--- src/rtl/lcd_pkg.sv ---
// Shared types and constants for the 480x272 RGB565 LCD timing path.
package lcd_pkg;

   typedef logic [15:0] rgb565_t;

   localparam int DEF_H_ACTIVE = 480;
   localparam int DEF_H_FP     = 8;
   localparam int DEF_H_SYNC   = 4;
   localparam int DEF_H_BP     = 43;
   localparam int DEF_V_ACTIVE = 272;
   localparam int DEF_V_FP     = 8;
   localparam int DEF_V_SYNC   = 4;
   localparam int DEF_V_BP     = 12;

   typedef enum logic [1:0] {
      PAT_EXT   = 2'd0,
      PAT_BARS  = 2'd1,
      PAT_CHECK = 2'd2,
      PAT_GRAD  = 2'd3
   } pat_mode_e;

   localparam rgb565_t C_WHITE   = 16'hFFFF;
   localparam rgb565_t C_YELLOW  = 16'hFFE0;
   localparam rgb565_t C_CYAN    = 16'h07FF;
   localparam rgb565_t C_GREEN   = 16'h07E0;
   localparam rgb565_t C_MAGENTA = 16'hF81F;
   localparam rgb565_t C_RED     = 16'hF800;
   localparam rgb565_t C_BLUE    = 16'h001F;
   localparam rgb565_t C_BLACK   = 16'h0000;

endpackage

--- src/rtl/lcd_pattern_gen.sv ---
// Combinational test-pattern source: pattern mode and pixel coordinate to RGB565.
module lcd_pattern_gen
   import lcd_pkg::*;
#(
   parameter int H_ACTIVE = DEF_H_ACTIVE
) (
   input  pat_mode_e  mode_i,
   input  logic [8:0] x_i,
   input  logic [8:3] y_hi_i,
   output rgb565_t    rgb_o
);
   localparam int BAR_W = H_ACTIVE / 8;

   rgb565_t bar;

   // Comparator chain keeps the bar index free of a divider.
   always_comb begin
      bar = C_BLACK;
      if      (int'(x_i) < 1 * BAR_W) bar = C_WHITE;
      else if (int'(x_i) < 2 * BAR_W) bar = C_YELLOW;
      else if (int'(x_i) < 3 * BAR_W) bar = C_CYAN;
      else if (int'(x_i) < 4 * BAR_W) bar = C_GREEN;
      else if (int'(x_i) < 5 * BAR_W) bar = C_MAGENTA;
      else if (int'(x_i) < 6 * BAR_W) bar = C_RED;
      else if (int'(x_i) < 7 * BAR_W) bar = C_BLUE;
   end

   always_comb begin
      rgb_o = '0;
      case (mode_i)
         PAT_BARS:  rgb_o = bar;
         PAT_CHECK: rgb_o = (x_i[4] ^ y_hi_i[4]) ? C_WHITE : C_BLACK;
         PAT_GRAD:  rgb_o = {x_i[8:4], y_hi_i, 5'd0};
         default:   rgb_o = '0;
      endcase
   end

endmodule

--- src/rtl/lcd_timing_gen.sv ---
// Parallel RGB LCD timing: stage-0 h/v counters, stage-1 pixel request,
// stage-2 mutually aligned HSYNC/VSYNC/DE/RGB pins.
module lcd_timing_gen
   import lcd_pkg::*;
#(
   parameter int H_ACTIVE = DEF_H_ACTIVE,
   parameter int H_FP     = DEF_H_FP,
   parameter int H_SYNC   = DEF_H_SYNC,
   parameter int H_BP     = DEF_H_BP,
   parameter int V_ACTIVE = DEF_V_ACTIVE,
   parameter int V_FP     = DEF_V_FP,
   parameter int V_SYNC   = DEF_V_SYNC,
   parameter int V_BP     = DEF_V_BP,
   parameter bit SYNC_POL = 1'b0
) (
   input  logic        clk_i,
   input  logic        rst_i,
   input  logic        en_i,
   input  logic [1:0]  mode_i,
   input  logic [15:0] pix_data_i,
   output logic        pix_req_o,
   output logic [8:0]  pix_x_o,
   output logic [8:0]  pix_y_o,
   output logic        hsync_o,
   output logic        vsync_o,
   output logic        de_o,
   output logic [15:0] rgb_o,
   output logic        frame_start_o
);
   localparam int H_TOTAL = H_ACTIVE + H_FP + H_SYNC + H_BP;
   localparam int V_TOTAL = V_ACTIVE + V_FP + V_SYNC + V_BP;
   localparam int HW = ($clog2(H_TOTAL) > 10) ? $clog2(H_TOTAL) : 10;
   localparam int VW = ($clog2(V_TOTAL) > 10) ? $clog2(V_TOTAL) : 10;

   logic [HW-1:0] h_q, h_d;
   logic [VW-1:0] v_q, v_d;
   logic          h_act, v_act, h_sync, v_sync, origin;
   pat_mode_e     mode_q, mode2_q;
   logic          req1_q, hs1_q, vs1_q, fs1_q;
   logic [8:0]    x1_q, y1_q;
   logic          de_q, hs2_q, vs2_q, fs2_q;
   rgb565_t       pat, pat_q;

   always_comb begin
      h_d = h_q;
      v_d = v_q;
      if (!en_i) begin
         h_d = '0;
         v_d = '0;
      end else if (h_q == HW'(H_TOTAL - 1)) begin
         h_d = '0;
         v_d = (v_q == VW'(V_TOTAL - 1)) ? '0 : v_q + VW'(1);
      end else begin
         h_d = h_q + HW'(1);
      end
   end

   assign h_act  = h_q < HW'(H_ACTIVE);
   assign v_act  = v_q < VW'(V_ACTIVE);
   assign h_sync = (h_q >= HW'(H_ACTIVE + H_FP)) && (h_q < HW'(H_ACTIVE + H_FP + H_SYNC));
   assign v_sync = (v_q >= VW'(V_ACTIVE + V_FP)) && (v_q < VW'(V_ACTIVE + V_FP + V_SYNC));
   assign origin = (h_q == '0) && (v_q == '0);

   // Mode only changes at the frame origin so a frame never mixes two patterns.
   always_ff @(posedge clk_i) begin
      if (rst_i) begin
         h_q    <= '0;
         v_q    <= '0;
         mode_q <= pat_mode_e'(mode_i);
      end else begin
         h_q <= h_d;
         v_q <= v_d;
         if (origin) mode_q <= pat_mode_e'(mode_i);
      end
   end

   always_ff @(posedge clk_i) begin
      if (rst_i || !en_i) begin
         req1_q <= 1'b0;
         x1_q   <= '0;
         y1_q   <= '0;
         hs1_q  <= 1'b0;
         vs1_q  <= 1'b0;
         fs1_q  <= 1'b0;
      end else begin
         req1_q <= h_act && v_act;
         x1_q   <= (h_act && v_act) ? h_q[8:0] : '0;
         y1_q   <= (h_act && v_act) ? v_q[8:0] : '0;
         hs1_q  <= h_sync;
         vs1_q  <= v_sync;
         fs1_q  <= origin;
      end
   end

   lcd_pattern_gen #(.H_ACTIVE(H_ACTIVE)) u_pat (
      .mode_i (mode_q),
      .x_i    (x1_q),
      .y_hi_i (y1_q[8:3]),
      .rgb_o  (pat)
   );

   always_ff @(posedge clk_i) begin
      if (rst_i || !en_i) begin
         de_q    <= 1'b0;
         hs2_q   <= ~SYNC_POL;
         vs2_q   <= ~SYNC_POL;
         fs2_q   <= 1'b0;
         pat_q   <= '0;
         mode2_q <= PAT_EXT;
      end else begin
         de_q    <= req1_q;
         hs2_q   <= hs1_q ? SYNC_POL : ~SYNC_POL;
         vs2_q   <= vs1_q ? SYNC_POL : ~SYNC_POL;
         fs2_q   <= fs1_q;
         pat_q   <= req1_q ? pat : '0;
         mode2_q <= mode_q;
      end
   end

   // External pixels arrive one cycle after the request, i.e. already aligned with de_q.
   assign rgb_o = !de_q ? '0 : ((mode2_q == PAT_EXT) ? pix_data_i : pat_q);

   assign pix_req_o     = req1_q;
   assign pix_x_o       = x1_q;
   assign pix_y_o       = y1_q;
   assign hsync_o       = hs2_q;
   assign vsync_o       = vs2_q;
   assign de_o          = de_q;
   assign frame_start_o = fs2_q;

endmodule
--- config.mk ---
export PLATFORM = sky130hd
export DESIGN_NAME = lcd_timing_gen
export DESIGN_NICKNAME = d
export VERILOG_FILES = /design/src/rtl/lcd_pkg.sv /design/src/rtl/lcd_pattern_gen.sv /design/src/rtl/lcd_timing_gen.sv
export SDC_FILE = /design/constraint.sdc
export NUM_CORES = 1
export LEC_CHECK = 0
export CORE_MARGIN = 10
export CORE_UTILIZATION = 40
export DETAILED_ROUTE_END_ITERATION = 10
export DONT_BUFFER_PORTS = 1
export PLACE_DENSITY = 0.57
export SYNTH_ARGS = -nofsm -noshare
export SYNTH_HDL_FRONTEND = slang
export SYNTH_SLANG_ARGS = --single-unit
--- constraint.sdc ---
create_clock -name clk_i -period 5.8 [get_ports clk_i]
set_clock_uncertainty 0.2 [all_clocks]
set_input_delay 1.16 -clock clk_i [delete_from_list [all_inputs] [get_ports clk_i]]
set_output_delay 1.16 -clock clk_i [all_outputs]
set_load 0.1 [all_outputs]
# Word-level counts from Yosys, hierarchy flattened
# Cells that the tools add are included.
[totals] register_bits=66 inputBits=21 out_inout_bits=39 elab_cells=69
[op_classes] n_addsub=2 magnitude_cmp=13 eq_ne=5 muxes=16 bitwise=4 n_reduce_logical=14
[op_table] operator="$mux W16" count=9
[op_table] operator="$pmux W16 S3" count=1
[op_table] operator="$lt A10 B9 Y1 const B" count=4
[op_table] operator="$lt A9 B9 Y1 const B" count=3
[op_table] operator="$add A10 B1 Y10 const B" count=2
[op_table] operator="$ge A10 B9 Y1 const B" count=2
[op_table] operator="$logic_not A10 Y1" count=2
[op_table] operator="$lt A9 B8 Y1 const B" count=2
[op_table] operator="$eq A10 B10 Y1 const B" count=1
[op_table] operator="$eq A10 B9 Y1 const B" count=1
[op_table] operator="$mux W10" count=1
[op_table] operator="$lt A9 B6 Y1 const B" count=1
[op_table] operator="$lt A9 B7 Y1 const B" count=1
[op_table] operator="$reduce_or A2 Y1" count=3
[op_table] operator="$mux W5" count=1
[op_table] operator="$eq A2 B2 Y1 const B" count=2
[op_table] operator="$logic_and A1 B1 Y1" count=4
[op_table] operator="$mux W2" count=2
[op_table] operator="$not A1 Y1" count=3
[op_table] operator="$reduce_or A3 Y1" count=1
[op_table] operator="$eq A2 B1 Y1 const B" count=1
[op_table] operator="$logic_not A2 Y1" count=1
[op_table] operator="$mux W1" count=2
[op_table] operator="$reduce_bool A2 Y1" count=1
[op_table] operator="3 further kinds" count=3

# Logic depth before layout (Yosys ltp)
[logic_depth] word_depth=9 mapped_depth=7 mapped_depth_nobuf=6

# Cells and area by module
# From an unflattened synthesis, not the netlist that was laid out.
[unflattened] cells_unflattened=317 area_unflattened_um2=2865.2
[modules_own_cells] mod="lcd_timing_gen" instances=1 cells_per_inst=270 area_each_um2=2534.9
[modules_own_cells] mod="lcd_pattern_gen" instances=1 cells_per_inst=47 area_each_um2=330.3

# Least setup slack after synthesis
# No wires, ideal clock.
[synth_timing] path_kind="register -> output" from="reg de_q (netlist: de_o)" to="out rgb_o[10]" arrival_time_ps=3492 required_ps=4440 path_slack_ps=948 stages_incl_launch_ff=3 cell_sequence="dfxtp_1 > clkbuf_1 > a21boi_0"
[synth_between] elab_chain_cells=1
[synth_lines] item="from (decl)" line="lcd_timing_gen.sv:41" rtl="logic de_q, hs2_q, vs2_q, fs2_q;"
[synth_lines] item="from (signal assigned)" line="lcd_timing_gen.sv:111" rtl="de_q <= req1_q;"
[synth_lines] item="$mux W16" line="lcd_timing_gen.sv:121" rtl="assign rgb_o = !de_q ? '0 : ((mode2_q == PAT_EXT) ? pix_data_i : pat_q);"
[synth_lines] item="to (decl)" line="lcd_timing_gen.sv:27" rtl="output logic [15:0] rgb_o,"
# Every way passes these cells.

# Final worst setup path
[layout_timing] from="reg mode2_q[1]" to="out rgb_o[8]"
[layout_between] elab_chain_cells=3
[layout_lines] item="from (decl)" line="lcd_timing_gen.sv:38" rtl="pat_mode_e mode_q, mode2_q;"
[layout_lines] item="from (signal assigned)" line="lcd_timing_gen.sv:116" rtl="mode2_q <= mode_q;"
[layout_lines] item="$logic_not A2 Y1" line="lcd_timing_gen.sv:121"
[layout_lines] item="$mux W16 (2 in series)" line="lcd_timing_gen.sv:121"
# Every way passes these cells.

==> impl_metrics.env <==
export IMPL_overflow=0
export IMPL_cell_breakdown_of_the_critical_path="nor2_1 > nand2_1 > a21boi_2"
export IMPL_clkSinkCount=62
export IMPL_global_route_usage_total=0.116
export IMPL_cts_clk_slew_worst_paths_ps=60
export IMPL_outcome="finished, final reports clean"
export IMPL_largest_net_degree_at_the_start_of_global_routing=18
export IMPL_finalMaxSlewViolations=0
export IMPL_r2r_start="h_q[5]"
export IMPL_crit_fanout=16
export IMPL_h_tree_depth=3
export IMPL_synth_seq_cells=62
export IMPL_max_slew_worst_pin_slew_ps=1190
export IMPL_post_dp_hpwl_mm=4.17
export IMPL_post_cts_resize_count=0
export IMPL_initial_core_util=0.410
export IMPL_synth_top_flop_cell="sky130_fd_sc_hd__dfxtp_1"
export IMPL_filler_cell_count=614
export IMPL_max_freq_mhz=265
export IMPL_crit_path_end_kind="output port"
export IMPL_detail_route_drc_violations=0
export IMPL_library_cell_contributing_the_largest_single_delay_on_the_critical_path="sky130_fd_sc_hd__a21boi_2"
export IMPL_critical_path_required_ps=4440
export IMPL_final_non_filler_cell_area_sq_mm=0.00297
export IMPL_grtUsageMet3=0.0562
export IMPL_antenna_left=0
export IMPL_syn_instance_count=303
export IMPL_synth_seq_area_share=0.484
export IMPL_vias_in_the_first_global_route=1994
export IMPL_gp_routability_congestion=0.814
export IMPL_initialDrtViolationCount=93
export IMPL_total_number_of_placement_rows=29
export IMPL_critPathMaxStageDelay_ps=960
export IMPL_detailedRoute_firstPassIterationCount=4
export IMPL_finalPower_uw=856
export IMPL_cellPowerDensity_mw_per_mm2=288
export IMPL_preCtsSetupSlack_ps=2270
export IMPL_detailed_place_area_sq_mm=0.00276
export IMPL_post_cts_repair_setup_buffers=0
export IMPL_number_of_antenna_violations_at_the_first_check_in_global_routing=0
export IMPL_report_final_setup_viol=0
export IMPL_register_area_sq_mm=0.00126
export IMPL_logic_depth_of_the_worst_setup_path_including_buffers=3
export IMPL_multi_input_area_sq_mm=0.00131
export IMPL_rsz0062_at_grt="no"
export IMPL_worst_setup_path_start_kind="flop"
export IMPL_post_detailed_route_wirelength_per_cell_um=14.7
export IMPL_final_net_count=333
export IMPL_timing_setup_tns_ps=0
export IMPL_vias=2077
export IMPL_netlist_area_sq_mm=0.00261
export IMPL_grtUsageMet1=0.132
export IMPL_design_portCount=60
export IMPL_critPathCapture="rgb_o[8]"
export IMPL_synth_enable_flop_cells=2
export IMPL_ys_warnings_count=0
export IMPL_finalCriticalPeriod_ps=3780
export IMPL_fin_hold_ws_ps=160
export IMPL_final_hold_viol_count=0
export IMPL_critPathTopFamily="compound AO/OA/AOI/OAI gates"
export IMPL_hold_path_class="flop to flop"
export IMPL_worstPathBufferInverterCount=0
export IMPL_max_slew_margin=0.204
export IMPL_worstRegToRegCells=4
export IMPL_asyncSetResetFlopFracSynth=0
export IMPL_yosysUniqueCellTypes=40
export IMPL_areaGrowthSynthToFinish_pct=13.9
export IMPL_grt_busiest_layer="met2"
export IMPL_layout_drive_gt1_share=0.135
export IMPL_cts_root_buf="sky130_fd_sc_hd__clkbuf_8"
export IMPL_worst_setup_path_type="flop to output port"
export IMPL_leakagePower_nw=1.04
export IMPL_syn_avg_cell_area_sq_um=8.60
export IMPL_timing_reg2reg_setup_slack_ps=3230
export IMPL_crit_path_start="mode2_q[1]"
export IMPL_grt_first_pass_wirelength_mm=9.65
export IMPL_timing_final_ws_setup_ps=2020
export IMPL_tritoncts="yes"
export IMPL_avgViaCountPerCell=5.34
export IMPL_chipWidth_um=101
export IMPL_max_cap_viols=0
export IMPL_num_cts_buffers=9
export IMPL_holdBufCountCts=0
export IMPL_peakVddDrop_v=0.000130
export IMPL_io_buffer_count=0
export IMPL_grtUsageMet2=0.176
export IMPL_worst_skew_pair_late_latency_ps=340
export IMPL_placeableCoreArea_sq_mm=0.00635
export IMPL_detail_route_wirelength_mm=5.73
export IMPL_syn_nets=329
export IMPL_crit_arrival_ps=2420
export IMPL_die_height_um=101
export IMPL_cts_buffer_depth=2
export IMPL_regToRegEndpoint="v_q[0]"
export IMPL_fp_dieArea_sq_mm=0.0101
export IMPL_period_share=0.651
-- cells by family (layout without fill, tap and decap cells) --
logic type / after synthesis / count (layout) / synth area share
buffers and inverters: 26 / 34 / 0.0384
muxes: 1 / 1 / 0.00384
DFF: 62 / 62 / 0.484
other: 0 / 1 / 0
and+or+nand+nor: 140 / 140 / 0.277
adders and majority gates: 6 / 6 / 0.0278
xor gates and xnor gates: 12 / 12 / 0.0403
AOI/OAI and AO/OA: 56 / 56 / 0.128
-- worst register-to-register path: cells and delay by family, from the launching register on --
kind | cells | cell delay [ps]
DFF | 1 | 370
and+or+nand+nor | 3 | 1390
AOI/OAI and AO/OA | 1 | 470
-- metrics by stage --
stage                     utilization  std cells
after detailed placement        0.435        373
after floorplan                     -        303
after global placement          0.435        373
after global routing            0.467        388
final                           0.468        389
after CTS                       0.467        388
-- power breakdown --
part	switching [mW]	total, mW	leakage (nW)	internal (mW)
clock network	0.157	0.370	0.103	0.213
registers	0.00897	0.442	0.505	0.433
logic	0.0342	0.0444	0.431	0.0103
-- synthesized netlist by cell type (3+ instances only) --
master / n / area (sq um)
sky130_fd_sc_hd__a21oi_1: 27 / 135
sky130_fd_sc_hd__nor2_1: 18 / 67.6
sky130_fd_sc_hd__dfxtp_1: 60 / 1200
sky130_fd_sc_hd__nand3_1: 9 / 45.0
sky130_fd_sc_hd__clkbuf_1: 13 / 48.8
sky130_fd_sc_hd__or4_1: 5 / 37.5
sky130_fd_sc_hd__or3_1: 5 / 31.3
sky130_fd_sc_hd__nor3_1: 6 / 30.0
sky130_fd_sc_hd__inv_1: 11 / 41.3
sky130_fd_sc_hd__xnor2_1: 10 / 87.6
sky130_fd_sc_hd__nor4_1: 5 / 31.3
sky130_fd_sc_hd__and2_1: 24 / 150
sky130_fd_sc_hd__ha_1: 5 / 62.6
sky130_fd_sc_hd__nor2b_1: 6 / 37.5
sky130_fd_sc_hd__o21ai_0: 8 / 40.0
sky130_fd_sc_hd__nand2b_1: 3 / 18.8
sky130_fd_sc_hd__nand2_1: 43 / 161
sky130_fd_sc_hd__nand4_1: 4 / 25.0
sky130_fd_sc_hd__a21boi_0: 12 / 90.1
sky130_fd_sc_hd__and3_1: 4 / 25.0
-- flip-flops by register name (all words and copies together) (netlist names) --
signal / cells
de_o: 1
vsync_o: 1
mode2_q: 2
h_q: 10
hs1_q: 1
pix_x_o: 9
frame_start_o: 1
pix_y_o: 9
pix_req_o: 1
vs1_q: 1
mode_q: 2
fs1_q: 1
pat_q: 12
v_q: 10
hsync_o: 1
-- cells in the final DEF, fill, tap and decap left out, types with 9 or more instances in the layout --
cell type / Yosys / routed
sky130_fd_sc_hd__a21boi_2: 0 / 11
sky130_fd_sc_hd__a21oi_1: 27 / 27
sky130_fd_sc_hd__and2_1: 24 / 24
sky130_fd_sc_hd__clkbuf_8: 0 / 12
sky130_fd_sc_hd__dfxtp_1: 60 / 60
sky130_fd_sc_hd__inv_1: 11 / 11
sky130_fd_sc_hd__nand2_1: 43 / 43
sky130_fd_sc_hd__nand3_1: 9 / 9
sky130_fd_sc_hd__nor2_1: 18 / 18
sky130_fd_sc_hd__xnor2_1: 10 / 10
-- layout make-up --
cell class,instances,share of cell area
Multi-Input combinational cell,215,0.440
Sequential cell,62,0.425
Clock buffer,13,0.0641
Tap cell,77,0.0324
Timing Repair Buffer,8,0.0202
Inverter,11,0.0139
Clock inverter,2,0.00421
Antenna cell,1,0.000843
-- worst min path at each step --
stage               startpoint  endpoint  depth (start not counted)
global placement         vs1_q   vsync_o                          1
detailed placement       vs1_q   vsync_o                          1
finish                   vs1_q   vsync_o                          1
CTS                      vs1_q   vsync_o                          1
floorplan                hs1_q   hsync_o                          1
global route             vs1_q   vsync_o                          1
-- per-layer routing --
layer | part of all wire | vias to the layer above | wire length, um
li1 | - | 1042 | -
met1 | 0.42 | 943 | 2390
met2 | 0.43 | 80 | 2470
met3 | 0.13 | 12 | 746
met4 | 0.023 | 0 | 130
met5 | 0 | - | 0
Note: power is estimated with default switching activity, not from simulation.
